**src/rtl/rr_sched_pkg.sv**
```systemverilog
// Shared types, sizes and the rotating-priority pick used by the round-robin scheduler.
package rr_sched_pkg;

   localparam int NUM_REQ = 8;
   localparam int IDX_W   = 3;

   typedef enum logic {
      IDLE,
      GRANT
   } state_t;

   // Returns the first requester with its bit set, scanning ptr, ptr+1, ... and wrapping.
   // The index arithmetic is IDX_W bits wide, so the wrap past 7 is free.
   // If no bit is set the result is ptr; callers only use it when req is non-zero.
   function automatic logic [IDX_W-1:0] rr_pick(input logic [NUM_REQ-1:0] req_vec,
                                                input logic [IDX_W-1:0]   ptr_val);
      logic [IDX_W-1:0] pick;
      logic [IDX_W-1:0] cand;
      pick = ptr_val;
      for (int i = NUM_REQ - 1; i >= 0; i--) begin
         cand = ptr_val + IDX_W'(i);
         if (req_vec[cand]) begin
            pick = cand;
         end
      end
      return pick;
   endfunction

endpackage

```
**src/rtl/grant_decoder.sv**
```systemverilog
// Enable-gated 3-to-8 one-hot decoder that turns the owner index into the grant vector.
module grant_decoder
   import rr_sched_pkg::*;
(
   input  logic [IDX_W-1:0]   idx,
   input  logic               en,
   output logic [NUM_REQ-1:0] oh
);

   // One bit per requester, all zero when no grant is held.
   always_comb begin
      oh = '0;
      if (en) begin
         oh[idx] = 1'b1;
      end
   end

endmodule

```
**src/rtl/rr_grant_scheduler.sv**
```systemverilog
// Round-robin owner selection for an 8-way shared resource.
// A grant is held until done, until the owner drops its request,
// or until MAX_HOLD cycles have elapsed. Priority then rotates past the last owner.
module rr_grant_scheduler
   import rr_sched_pkg::*;
#(
   parameter int MAX_HOLD = 16
)
(
   input  logic               clk,
   input  logic               rst,
   input  logic [NUM_REQ-1:0] req,
   input  logic               done,
   output logic [NUM_REQ-1:0] gnt,
   output logic [IDX_W-1:0]   gnt_idx,
   output logic               gnt_vld,
   output logic               timeout
);

   localparam int               CNT_W     = $clog2(MAX_HOLD);
   localparam logic [CNT_W-1:0] HOLD_LAST = CNT_W'(MAX_HOLD - 1);

   state_t           state;
   logic [IDX_W-1:0] ptr;
   logic [CNT_W-1:0] hold_cnt;
   logic             owner_req;
   logic             hold_expired;

   assign owner_req    = req[gnt_idx];
   assign hold_expired = (hold_cnt == HOLD_LAST);

   // Arbitration and grant lifetime: pick in IDLE, then release on done, request drop or hold limit.
   always_ff @(posedge clk) begin
      if (rst) begin
         state    <= IDLE;
         ptr      <= '0;
         hold_cnt <= '0;
         gnt_idx  <= '0;
         gnt_vld  <= 1'b0;
         timeout  <= 1'b0;
      end else begin
         timeout <= 1'b0;
         case (state)
            IDLE: begin
               if (|req) begin
                  gnt_idx  <= rr_pick(req, ptr);
                  gnt_vld  <= 1'b1;
                  hold_cnt <= '0;
                  state    <= GRANT;
               end
            end
            GRANT: begin
               if (done || !owner_req || hold_expired) begin
                  ptr     <= gnt_idx + IDX_W'(1);
                  gnt_vld <= 1'b0;
                  state   <= IDLE;
                  timeout <= !done && owner_req;
               end else begin
                  hold_cnt <= hold_cnt + CNT_W'(1);
               end
            end
            default: begin
               state   <= IDLE;
               gnt_vld <= 1'b0;
            end
         endcase
      end
   end

   grant_decoder u_decoder (
      .idx (gnt_idx),
      .en  (gnt_vld),
      .oh  (gnt)
   );

   // The grant vector must be one-hot or empty and agree with gnt_vld.
   always_ff @(posedge clk) begin
      assert ($onehot0(gnt) && (gnt_vld == |gnt))
         else $error("grant vector not one-hot or disagrees with gnt_vld");
   end

endmodule

```
**config.mk**
```make
export PLATFORM = sky130hd
export DESIGN_NAME = rr_grant_scheduler
export DESIGN_NICKNAME = d
export VERILOG_FILES = /design/src/rtl/rr_sched_pkg.sv /design/src/rtl/grant_decoder.sv /design/src/rtl/rr_grant_scheduler.sv
export SDC_FILE = /design/constraint.sdc
export NUM_CORES = 1
export LEC_CHECK = 0
export BUFFER_PORTS_ARGS = -buffer_cell sky130_fd_sc_hd__buf_2
export CAP_MARGIN = 15
export CORE_UTILIZATION = 37
export CTS_CLUSTER_SIZE = 8
export DETAILED_ROUTE_END_ITERATION = 8
export PLACE_DENSITY = 0.54
export SLEW_MARGIN = 10
export SYNTH_ARGS = -nofsm -noshare
export SYNTH_HDL_FRONTEND = slang
export SYNTH_SLANG_ARGS = --single-unit
```
**constraint.sdc**
```tcl
create_clock -name clk -period 2.8 [get_ports clk]
set_input_delay 0.28 -clock clk [delete_from_list [all_inputs] [get_ports clk]]
set_output_delay 0.28 -clock clk [all_outputs]
set_load 0.02 [all_outputs]
```
==> results of run 1 <==
-- synthesized netlist by cell type (all sizes together) --
cell,number
or3,2
inv,5
clkinv,1
a311oi,1
a211oi,3
nand2,18
a21oi,15
mux4,10
nor3,9
nor2b,2
nor2,22
ha,4
a22o,1
nor4,2
o22a,2
a21boi,2
a221oi,1
a211o,1
o22ai,5
mux2,5
or2,1
and4,1
a31o,1
dfxtp,13
o211ai,3
nand3b,1
xor2,3
a32o,1
mux2i,15
nand2b,5
clkbuf,6
o21ai,9
and3,1
o31ai,4
nor3b,2
o311ai,1
nor4bb,1
a2111oi,2
o221a,2
nand3,5
buf,6
xnor2,1
and2,3
a31oi,3
-- layer usage --
layer	up-vias	GRT usage, %
met1	817	32.7
met3	0	3.83
li1	820	-
met2	51	31.3
met5	-	0
met4	0	1.82
-- state kept, by name, summed over array words and instances (netlist names) --
name      count
ptr           3
state         1
gnt_vld       1
gnt_idx       3
hold_cnt      4
timeout       1
-- power breakdown --
group	internal, mW	total [mW]	switching (mW)
Sequential	0.215	0.266	0.0517
Combinational	0.385	0.901	0.516
Clock	0.0982	0.167	0.0692
Total	0.698	1.33	0.637
-- cell families after synthesis --
kind of cell	Yosys count
DFF	13
and+or+nand+nor	75
AOI/OAI and AO/OA	57
muxes	30
buffers and inverters	18
xor gates and xnor gates	4
adders and majority gates	4
-- placed cells by master (no fill, tap or decap), types with 7 or more instances in the layout --
| master | instances |
|---|---|
| buf_2 | 23 |
| nor2_1 | 22 |
| nand2_1 | 18 |
| mux2i_1 | 15 |
| a21oi_1 | 15 |
| dfxtp_1 | 13 |
| nor3_1 | 9 |
| mux4_2 | 9 |
| buf_4 | 7 |
-- worst max-delay path: cells and delay by family (launching register included) --
kind                       cells  cell delay (ps)
muxes                          2              740
adders and majority gates      1              520
AOI/OAI and AO/OA              3              710
DFF                            1              340
buffers and inverters          1               70
-- worst min-delay path by stage --
stage / to / depth (start not counted)
5_1_grt: timeout / 2
3_3_place_gp: hold_cnt[2] / 2
4_1_cts: timeout / 2
6_report: timeout / 2
2_1_floorplan: timeout / 1
3_5_place_dp: hold_cnt[2] / 2
-- final cells by class --
class / count / share of cell area (%)
inverter: 6 / 1.22
sequential: 13 / 14.1
timing repair buffer: 30 / 9.07
multi-input combinational: 170 / 69.8
clock inverter: 1 / 0.271
clock buffer: 3 / 2.23
tap: 50 / 3.38
==> results.cfg, run 1 <==
[timing]
fin_ws_ps = 335
drv_slew = 0
fin_hold_ws_ps = 263
max_freq_ghz = 0.406
hold_violations = 0
period_minus_slack_ps = 2470
setup_viol = 0
rsz0062_at_grt = no
setup_tns_ps = 0
worst_pin_slew_ps = 516
max-slew-margin-rel_pct = 65.6
post-route-period-util_pct = 88.0
skew_ps = 2.78

[layout]
fin_area_sq_mm = 0.00185
antenna_cells = 0
seq_area_sq_um = 260
multi_input_area_sq_mm = 0.00129
area_growth_pct = 13.3
drive_above_1_share_pct = 22.4
nFillCells = 410
final_util_pct = 44.9
finalNonFillerCells = 273
nNetsFinal = 239

[setup_path]
reg2regPathDepth = 7
rrSetupSlack_ps = 330
startpoint_type = flop
end_kind = flop
slowest_stage = ha_1
r2r-start = ptr[1]
worstSetupPathType = flop to flop
worstPathMaxFanout = 9
crit_chain = inv_2, ha_1, mux4_1, mux2_4, a2111oi_4, o311ai_1, o31ai_1
reg2reg_to = gnt_idx[1]
required_ps = 2960
cp.arrival_ps = 2630
crit_path_start = ptr[1]
endpoint = gnt_idx[1]
slowest_delay_ps = 520

[floorplan]
die_area_sq_mm = 0.00468
initial_core_util_pct = 39.7
pin_count = 24
placementRows = 23
core-area_sq_mm = 0.00412
fp.dieW_um = 68.4
die_y_um = 68.4

[routing]
dr.pass1.iters = 4
top_layer_used = met3
wl_met2_um = 1990
viasPerCell = 6.18
drc = 0
finalWirelength_um = 4550
wl_met3_um = 239
met1_length_um = 2320
drt_iter0_markers = 49
ant_nets = 0
routedWlPerCell_um = 16.7
vias = 1688

[cts]
cts_tree = yes
cts.clk_slew.worst_paths_ps = 60
clock_tree.root_cell = clkbuf_8
clockBufferDepth = 2
h-tree-depth = 1
hold_buffers = 0
cts.sinks = 13
cts_resized = 0
postCtsSetupBuffers = 0
clock_latency_ps = 240
cts_made_buffers = 3

[grt]
grt-ovfl-total = 0
grt_pass1_wl_um = 7340
grt_max_degree = 22
antenna_found_initial = 0
track_usage_pct = 21.2
grt_pass1_vias = 1455

[logic_synthesis]
synth_xor_area_share_pct = 2.15
synthMuxAreaShare_pct = 26.9
syn-num-nets = 216
ys_seq_area_share_pct = 15.9
synthSimpleGateAreaFrac_pct = 22.1
ys_top_cells_by_area = dfxtp_1 16%, mux4_2 12%, mux2i_1 9.2%
synth_cell_type_count = 56
synth.avg_cell_area_sq_um = 8.12
netlist_area_sq_mm = 0.00163
syn_inst = 201
synth_fa_ha_area_share_pct = 3.07
yosys.area.top_type_share_pct = 15.9
synth_compound_area_share_pct = 24.8
ys_seq_elements = 13
yosysTopAreaCell = dfxtp_1
synth_top_family_by_area = multiplexers
synth_warnings = 0

[power_and_ir_drop]
p_leak_nw = 0.706
vdd_drop_max_v = 0.000226
finalPower_mw = 1.33
cellPowerDensity_mw_per_mm2 = 722

[run]
drv_cap = 0

[worst_hold_path]
worstHoldStart = done
min_path_type = input port to flop

[placement]
placed_cell_area_sq_mm = 0.00180
io_buffers = 23
dpl_worst_slack_ps = 367
dpl.hpwl_um = 3350
gp_congestion = 0.831
dpl.cell_count = 269

[status]
status = finished clean
No activity file was read; power rests on OpenSTA's default activity.
==> run 2, diff against run 1 <==
- clock period: 2.8 -> 2.1 ns (I/O delays scaled with it)
==> results.cfg, run 2 (synthesis results as in run 1) <==
[power_and_ir_drop]
vdd_drop_max_v = 0.000513
cellPowerDensity_mw_per_mm2 = 1010
p_leak_nw = 0.850

[setup_path]
reg2regPathDepth = 9
end_kind = flop
worstPathMaxFanout = 6
cp.arrival_ps = 2340
required_ps = 2230
reg2reg_to = gnt_idx[1]
startpoint_type = flop
r2r-start = ptr[1]
worstSetupPathType = flop to flop
rrSetupSlack_ps = -100

[routing]
finalWirelength_um = 5280
drt_iter0_markers = 93
routedWlPerCell_um = 17.8
drc = 0
viasPerCell = 6.03
ant_nets = 0
vias = 1785
dr.pass1.iters = 4

[floorplan]
pin_count = 24
initial_core_util_pct = 39.7
die_area_sq_mm = 0.00468
core-area_sq_mm = 0.00412
die_y_um = 68.4
placementRows = 23
fp.dieW_um = 68.4

[layout]
drive_above_1_share_pct = 37.4
antenna_cells = 0
area_growth_pct = 33.2
regMostFlops = hold_cnt
final_cell_mix = 26 x buf_4, 23 x buf_2, 22 x nor2_1
final_common_cell = buf_4
largest_reg_flops = 4
top_regs = hold_cnt: 4 flops, gnt_idx: 3 flops, ptr: 3 flops
nNetsFinal = 262
finalNonFillerCells = 296
fin_area_sq_mm = 0.00217

[status]
violations = setup timing
status = finished with violations

[cts]
clock_tree.root_cell = clkbuf_8
cts.clk_slew.worst_paths_ps = 60
h-tree-depth = 1
clockBufferDepth = 2
cts_tree = yes
clock_latency_ps = 250
cts_made_buffers = 3
cts.sinks = 13

[placement]
io_buffers = 23
gp_congestion = 0.876
dpl.hpwl_um = 3740
dpl.cell_count = 282
dpl_worst_slack_ps = -79.7
placed_cell_area_sq_mm = 0.00194

[grt]
grt_max_degree = 19
grt-ovfl-total = 0
antenna_found_initial = 0
track_usage_pct = 24.9
grt_pass1_vias = 1691
grt_pass1_wl_um = 8550

[timing]
max_freq_ghz = 0.454
post-route-period-util_pct = 105
skew_ps = 4.43
drv_slew = 0
fin_ws_ps = -103
hold_violations = 0
setup_viol = 3
rsz0062_at_grt = yes
period_minus_slack_ps = 2200
worst_pin_slew_ps = 480
max-slew-margin-rel_pct = 67.7

[worst_hold_path]
worstHoldEndpoint = timeout
min_path_type = input port to flop
holdPathStages = 2
worstHoldStart = done

[run]
drv_cap = 0
-- run 2: worst max path at each step --
stage                     cells after the start         end  slack [ps]    from
after global placement                        6  gnt_idx[1]         -80  ptr[0]
after global routing                          7  gnt_idx[2]        -190  ptr[1]
final                                         9  gnt_idx[1]        -100  ptr[1]
after detailed placement                      7  gnt_idx[1]         -80  ptr[1]
after floorplan                              10  gnt_idx[1]        -300  ptr[0]
after CTS                                     7  gnt_idx[1]         -50  ptr[1]
-- run 2: power by group --
part	switching, mW	internal [mW]
clock	0.105	0.131
sequential	0.0764	0.290
combinational	0.819	0.776
-- run 2: layer usage --
metal / routed length (um) / track usage (%)
met1: 2380 / 35.2
met2: 2550 / 40.2
met3: 325 / 4.50
met4: 19 / 2.86
met5: 0 / 0
-- run 2: stage by stage --
stage | utilization [%] | TNS [ps] | hold WS (ps) | power, mW
2_1_floorplan | - | -634 | 293 | 1.33
3_3_place_gp | 47.2 | -140 | 422 | 1.69
3_5_place_dp | 47.2 | -177 | 437 | 1.70
4_1_cts | 51.0 | -112 | 170 | 2.06
5_1_grt | 52.8 | -512 | 168 | 2.34
6_report | 52.8 | -221 | 171 | 2.20
-- run 2: layout make-up --
class / count / area (sq um)
fill: 395 / 1940
multi-input combinational: 170 / 1390
timing repair buffer: 53 / 382
sequential: 13 / 268
tap: 50 / 62.6
clock buffer: 3 / 41.3
inverter: 6 / 27.5
clock inverter: 1 / 5.00
-- run 2: critical path, stage by stage, from the launching register on --
cell      delay (ps)
dfxtp_4          390
inv_4             50
ha_4             320
buf_6            140
mux2i_2          310
o22ai_4          150
nor4bb_1         280
a21oi_1          100
o311ai_1         250
o31ai_1          110
-- run 2: what timing repair did --
item	CTS	global route
hold buffers	0	0
setup endpoints to repair	3	4
pin swaps	9	8
resized for setup	16	9
setup buffers	7	3
